===== config.mk =====
export PLATFORM = sky130hd
export DESIGN_NAME = ex_muldiv
export DESIGN_NICKNAME = d
export VERILOG_FILES = /design/src/rtl/ex_muldiv_pkg.sv /design/src/rtl/ex_muldiv_step.sv /design/src/rtl/ex_muldiv.sv
export SDC_FILE = /design/constraint.sdc
export NUM_CORES = 1
export LEC_CHECK = 0
export ABC_AREA = 1
export CAP_MARGIN = 10
export CORE_ASPECT_RATIO = 0.8
export CORE_MARGIN = 1.5
export CORE_UTILIZATION = 30
export DETAILED_ROUTE_END_ITERATION = 7
export HOLD_SLACK_MARGIN = 0.15
export PLACE_DENSITY = 0.55
export SLEW_MARGIN = 30
export SYNTH_ARGS = -nofsm -noshare
export SYNTH_HDL_FRONTEND = slang
export SYNTH_SLANG_ARGS = --single-unit

===== constraint.sdc =====
create_clock -name clk -period 6.8 [get_ports clk]
set_input_delay 1.36 -clock clk [delete_from_list [all_inputs] [get_ports clk]]
set_output_delay 1.36 -clock clk [all_outputs]
set_load 0.1 [all_outputs]

===== src/rtl/ex_muldiv_pkg.sv =====
// Shared definitions for the EX-stage multiply/divide unit: funct decode,
// FSM state encoding and the divide-by-zero quotient pattern.
package ex_muldiv_pkg;

  localparam logic [5:0] F_MFHI  = 6'h10;
  localparam logic [5:0] F_MTHI  = 6'h11;
  localparam logic [5:0] F_MFLO  = 6'h12;
  localparam logic [5:0] F_MTLO  = 6'h13;
  localparam logic [5:0] F_MULT  = 6'h18;
  localparam logic [5:0] F_MULTU = 6'h19;
  localparam logic [5:0] F_DIV   = 6'h1A;
  localparam logic [5:0] F_DIVU  = 6'h1B;

  typedef enum logic [1:0] {
    ST_IDLE = 2'd0,
    ST_RUN  = 2'd1,
    ST_FIX  = 2'd2
  } state_e;

  // Wide enough for any supported XLEN; users slice the low XLEN bits.
  localparam int MAX_XLEN = 64;
  localparam logic [MAX_XLEN-1:0] DIV0_QUOT = '1;

  function automatic logic is_muldiv(input logic [5:0] f);
    return (f == F_MULT) || (f == F_MULTU) || (f == F_DIV) || (f == F_DIVU);
  endfunction

  function automatic logic is_hilo(input logic [5:0] f);
    return (f == F_MFHI) || (f == F_MTHI) || (f == F_MFLO) || (f == F_MTLO);
  endfunction

endpackage


===== src/rtl/ex_muldiv_step.sv =====
// One iteration of the sequential datapath: shift-add multiply step or
// restoring divide step on the {acc, shr} working pair.
module ex_muldiv_step #(
  parameter int XLEN = 32
) (
  input  logic            is_div_i,
  input  logic [XLEN-1:0] acc_i,
  input  logic [XLEN-1:0] shr_i,
  input  logic [XLEN-1:0] opnd_i,
  output logic [XLEN-1:0] acc_o,
  output logic [XLEN-1:0] shr_o
);

  logic [XLEN:0] mul_sum;
  logic [XLEN:0] div_shifted;
  logic [XLEN:0] div_diff;
  logic          div_ge;

  // Multiply: shr holds the remaining multiplier bits, acc the upper partial product.
  assign mul_sum     = {1'b0, acc_i} + (shr_i[0] ? {1'b0, opnd_i} : '0);

  // Divide: shift the next dividend bit into the partial remainder.
  assign div_shifted = {acc_i, shr_i[XLEN-1]};
  assign div_diff    = div_shifted - {1'b0, opnd_i};
  assign div_ge      = (div_shifted >= {1'b0, opnd_i});

  always_comb begin
    acc_o = acc_i;
    shr_o = shr_i;
    if (is_div_i) begin
      acc_o = div_ge ? div_diff[XLEN-1:0] : div_shifted[XLEN-1:0];
      shr_o = {shr_i[XLEN-2:0], div_ge};
    end else begin
      acc_o = mul_sum[XLEN:1];
      shr_o = {mul_sum[0], shr_i[XLEN-1:1]};
    end
  end

endmodule


===== src/rtl/ex_muldiv.sv =====
// Iterative MIPS-style HI/LO multiply/divide unit for the EX stage.
// Magnitudes are iterated for XLEN cycles, then signs are fixed up in one cycle.
module ex_muldiv
  import ex_muldiv_pkg::*;
#(
  parameter int XLEN = 32
) (
  input  logic            clk,
  input  logic            rst,
  input  logic            op_valid,
  input  logic [5:0]      funct,
  input  logic [XLEN-1:0] op_a,
  input  logic [XLEN-1:0] op_b,
  input  logic            kill,
  output logic            busy,
  output logic            stall_req,
  output logic            done,
  output logic [XLEN-1:0] hi,
  output logic [XLEN-1:0] lo
);

  localparam int CW = $clog2(XLEN + 1);
  localparam logic [CW-1:0] LAST_CNT = CW'(XLEN - 1);

  state_e          state_q, state_d;
  logic [CW-1:0]   count_q, count_d;
  logic [XLEN-1:0] acc_q, acc_d;
  logic [XLEN-1:0] shr_q, shr_d;
  logic [XLEN-1:0] opnd_q, opnd_d;
  logic            is_div_q, is_div_d;
  logic            neg_res_q, neg_res_d;
  logic            neg_rem_q, neg_rem_d;
  logic            div0_q, div0_d;
  logic [XLEN-1:0] hi_q, hi_d;
  logic [XLEN-1:0] lo_q, lo_d;
  logic            done_q, done_d;

  logic            is_signed, a_neg, b_neg, start_div;
  logic [XLEN-1:0] step_acc, step_shr;
  logic [2*XLEN-1:0] prod, prod_fix;
  logic [XLEN-1:0] quot_fix, rem_fix;

  assign is_signed = (funct == F_MULT) || (funct == F_DIV);
  assign a_neg     = is_signed & op_a[XLEN-1];
  assign b_neg     = is_signed & op_b[XLEN-1];
  assign start_div = (funct == F_DIV) || (funct == F_DIVU);

  ex_muldiv_step #(.XLEN(XLEN)) u_step (
    .is_div_i (is_div_q),
    .acc_i    (acc_q),
    .shr_i    (shr_q),
    .opnd_i   (opnd_q),
    .acc_o    (step_acc),
    .shr_o    (step_shr)
  );

  // Result sign fix-up; remainder follows the dividend, div-by-zero overrides the quotient.
  assign prod     = {acc_q, shr_q};
  assign prod_fix = neg_res_q ? -prod : prod;
  assign quot_fix = div0_q ? DIV0_QUOT[XLEN-1:0] : (neg_res_q ? -shr_q : shr_q);
  assign rem_fix  = neg_rem_q ? -acc_q : acc_q;

  always_comb begin
    state_d   = state_q;
    count_d   = count_q;
    acc_d     = acc_q;
    shr_d     = shr_q;
    opnd_d    = opnd_q;
    is_div_d  = is_div_q;
    neg_res_d = neg_res_q;
    neg_rem_d = neg_rem_q;
    div0_d    = div0_q;
    hi_d      = hi_q;
    lo_d      = lo_q;
    done_d    = 1'b0;

    case (state_q)
      ST_IDLE: begin
        if (op_valid && !kill) begin
          if (is_muldiv(funct)) begin
            acc_d     = '0;
            shr_d     = a_neg ? -op_a : op_a;
            opnd_d    = b_neg ? -op_b : op_b;
            is_div_d  = start_div;
            neg_res_d = a_neg ^ b_neg;
            neg_rem_d = a_neg;
            div0_d    = start_div && (op_b == '0);
            count_d   = '0;
            state_d   = ST_RUN;
          end else if (funct == F_MTHI) begin
            hi_d = op_a;
          end else if (funct == F_MTLO) begin
            lo_d = op_a;
          end
        end
      end
      ST_RUN: begin
        if (kill) begin
          state_d = ST_IDLE;
        end else begin
          acc_d   = step_acc;
          shr_d   = step_shr;
          count_d = count_q + CW'(1);
          if (count_q == LAST_CNT) begin
            state_d = ST_FIX;
          end
        end
      end
      ST_FIX: begin
        state_d = ST_IDLE;
        if (!kill) begin
          if (is_div_q) begin
            hi_d = rem_fix;
            lo_d = quot_fix;
          end else begin
            hi_d = prod_fix[2*XLEN-1:XLEN];
            lo_d = prod_fix[XLEN-1:0];
          end
          done_d = 1'b1;
        end
      end
      default: state_d = ST_IDLE;
    endcase
  end

  always_ff @(posedge clk or negedge rst) begin
    if (!rst) begin
      state_q   <= ST_IDLE;
      count_q   <= '0;
      acc_q     <= '0;
      shr_q     <= '0;
      opnd_q    <= '0;
      is_div_q  <= 1'b0;
      neg_res_q <= 1'b0;
      neg_rem_q <= 1'b0;
      div0_q    <= 1'b0;
      hi_q      <= '0;
      lo_q      <= '0;
      done_q    <= 1'b0;
    end else begin
      state_q   <= state_d;
      count_q   <= count_d;
      acc_q     <= acc_d;
      shr_q     <= shr_d;
      opnd_q    <= opnd_d;
      is_div_q  <= is_div_d;
      neg_res_q <= neg_res_d;
      neg_rem_q <= neg_rem_d;
      div0_q    <= div0_d;
      hi_q      <= hi_d;
      lo_q      <= lo_d;
      done_q    <= done_d;
    end
  end

  assign busy      = (state_q != ST_IDLE);
  assign stall_req = busy && op_valid && (is_muldiv(funct) || is_hilo(funct));
  assign done      = done_q;
  assign hi        = hi_q;
  assign lo        = lo_q;

endmodule


==> qor.txt <==
Mapped Area: 0.01748 mm^2
Clock latency at the later pin of the worst-skew pair: 0.51 ns
Final setup vio count: 0
Max-cap violations: 0
CP most frequent cell: clkdlybuf4s50_1
Worst Tran Pin Value: 1.071 ns
Die Width: 272.9 um
GR Overflow Total: 0
Final wirelength: 75,440 um
Num rows: 78
Max clock buf depth: 2
Worst path top cell family by delay: buffers and inverters
Ports: 141
Crit Path Max Fanout: 3
Post-CTS sizing: 0
Crit path buf inv count: 2
Slew Limit Fails: 0
Cts hold-fix bufs: 0
Synthesis Warnings: 0
Post-Layout Cell Count: 3,805
Drt wl/cell: 19.83 um
RSZ-0062 raised after global routing: false
Post-Syn Instances: 2,947
CP max-delay cell: clkdlybuf4s50_1
Hold Fails Final Rpt: 0
Placed Cells: 3,773
WS Path Type: in2out
Seq/Total Area, Yosys: 24.76%
Post-synthesis async set-or-reset flop share: 100.0%
Maximum clock rate: 0.2130 GHz
Clock root buffer: clkbuf_16
Crit end category: output pin
First-pass GRT wire length: 114,100 um
H-Tree Depth: 4
Crit path required time: 5.44 ns
TritonRoute pass-1 iters: 8
Worst setup slack after placement: 2.116 ns
Syn nets: 3,092
Via/cell ratio: 5.240
Run status: finished clean
Initial drt markers: 2,541
Library cells used by synthesis: 59
Global router's overall resource usage: 25.33%
Share of cells above drive strength 1: 4.466%
Buffers on Ports: 140
Core Region: 0.05719 mm^2
CTS tree: yes
Area growth from synthesis to layout: 15.21%
Synth Flop Type: dfrtp_1
N_diodes: 0
Final nets: 3,177
Clock sinks: 173
Setup Skew: 0.02010 ns
Slowest stage delay, CP: 1.18 ns
DRT antenna net count: 0
Setup TNS: 0 ns
Fin crit share: 69.05%
Initial Util: 30.57%
Post-CTS Setup Inserts: 0
Final worst slack: 2.104 ns
Arrival @ worst endpoint: 3.34 ns
Die height: 218.9 um
Die area: 0.05974 mm^2
CP Launch Type: input port
Final Hold Slack: 0.4813 ns
Inserted Clock Buffers: 17
Pwr per Cell Area: 355.2 mW/mm^2
# DRC: 0
EDFF count, synth: 0
Slew margin rel.: 28.00%
Vias in the first global route: 18,079
DR vias: 19,938
Clk slew on worst S/H paths: 0.07 ns
Pin count of the biggest net entering global routing: 81
Hpwl dp: 59,110 um
HP Class: reg2reg
Worst VDD drop: 0.0002372 V
Syn avg cell area: 5.932 um^2
LEAKAGE: 10.04 nW
Post-synthesis register bit count: 173
Min cycle time layout: 4.696 ns
Crit-path cells: clkdlybuf4s50_1, nor4_1, clkdlybuf4s50_1
Final GP Congestion: 0.9814
Initial antenna violation count: 0
-- cells in the mapped netlist, types with 13 or more instances --
cell type,n,area share [%]
a21oi_1,192,5.5
a2bb2oi_1,13,0.65
a31oi_1,19,0.68
buf_2,22,0.63
clkbuf_1,47,1.0
dfrtp_1,173,25
ha_1,69,4.9
inv_1,398,8.5
nand2_1,831,18
nand2_2,14,0.50
nand3_1,281,8.0
nand3b_1,19,0.82
nand4_1,46,1.6
nor2_1,375,8.1
nor3_1,31,0.89
o21ai_0,184,5.3
o21ai_1,31,0.89
xor2_1,28,1.4
-- registers in the layout (all words and copies together) (netlist names) --
name	count
div0_q	1
neg_rem_q	1
is_div_q	1
neg_res_q	1
lo	32
done	1
hi	32
acc_q	32
state_q	2
count_q	6
shr_q	32
opnd_q	32
-- cell usage in the layout (no fill, tap or decap), drive strengths merged, types with 28 or more instances in the layout --
cell type        n
xor2            28
clkdlybuf4s50  132
dfrtp          173
o21ai          216
nand2          849
a21oi          198
ha              69
nand4           47
nor3            34
nand3          284
inv            413
nor2           391
-- metrics by stage --
stage          instance area [um^2]  util, %  power, mW
6_report                      20140    35.22      7.155
3_5_place_dp                  19520    34.13      5.940
5_1_grt                       20140    35.22      7.614
2_1_floorplan                 17480        -      4.602
4_1_cts                       20160    35.25      7.092
3_3_place_gp                  19530    34.15      5.953
-- logic make-up after synthesis --
kind of cell             synth area share (%)
AO/OA/AOI/OAI                           16.32
buffers and inverters                   11.35
flip-flops                              24.76
XOR/XNOR                                2.004
adder cells (fa/ha/maj)                 5.167
AND/OR/NAND/NOR                         40.39
-- final cells by class --
class                   count  area [um^2]
fillers                  6467        37050
multi-input cells        2272        11180
repair buffers            154         1475
clock inverters            12        183.9
clock buffers              20        456.7
flip-flops and latches    173         4333
inverters                 414         1558
well taps                 760        950.9
-- metal layers --
layer  global-route usage (%)  share of wire [%]  vias to the layer above
met5                        0                  0                        -
met4                    6.352                1.8                        0
met3                    4.388                9.1                       77
met2                    34.98                 39                      894
met1                    39.54                 50                     9243
li1                         -                  -                     9724
-- power by group --
part,switching (mW),internal (mW)
combinational,3.11,1.18
clock,0.491,0.638
sequential,0.456,1.28
total,4.06,3.10
-- final timing paths --
path	from	endpoint	slack, ns	cells past startpoint
worst min-delay path	lo[0]	lo[0]	0.48	2
min in group asynchronous	rst	lo[16]	0.83	1
worst min register to register	lo[0]	lo[0]	0.48	2
worst max-delay path	funct[2]	stall_req	2.10	3
max in group asynchronous	rst	is_div_q	4.60	2
worst max register to register	shr_q[0]	acc_q[25]	3.23	19
-- worst register-to-register path, cell delays in order (launching register included) --
cell	delay (ns)
dfrtp_2	0.91
nand2_1	0.12
inv_1	0.09
ha_1	0.15
inv_1	0.05
fa_1	0.40
inv_1	0.16
nand3_1	0.09
nand2_1	0.22
nand2_1	0.10
nand2_1	0.27
nand2_1	0.10
nand2_1	0.22
nand2_1	0.13
nand3_1	0.11
nand3_1	0.10
nand2_1	0.10
inv_1	0.04
nand2_1	0.06
nand2_1	0.06
Note: power is estimated with default switching activity, not from simulation.
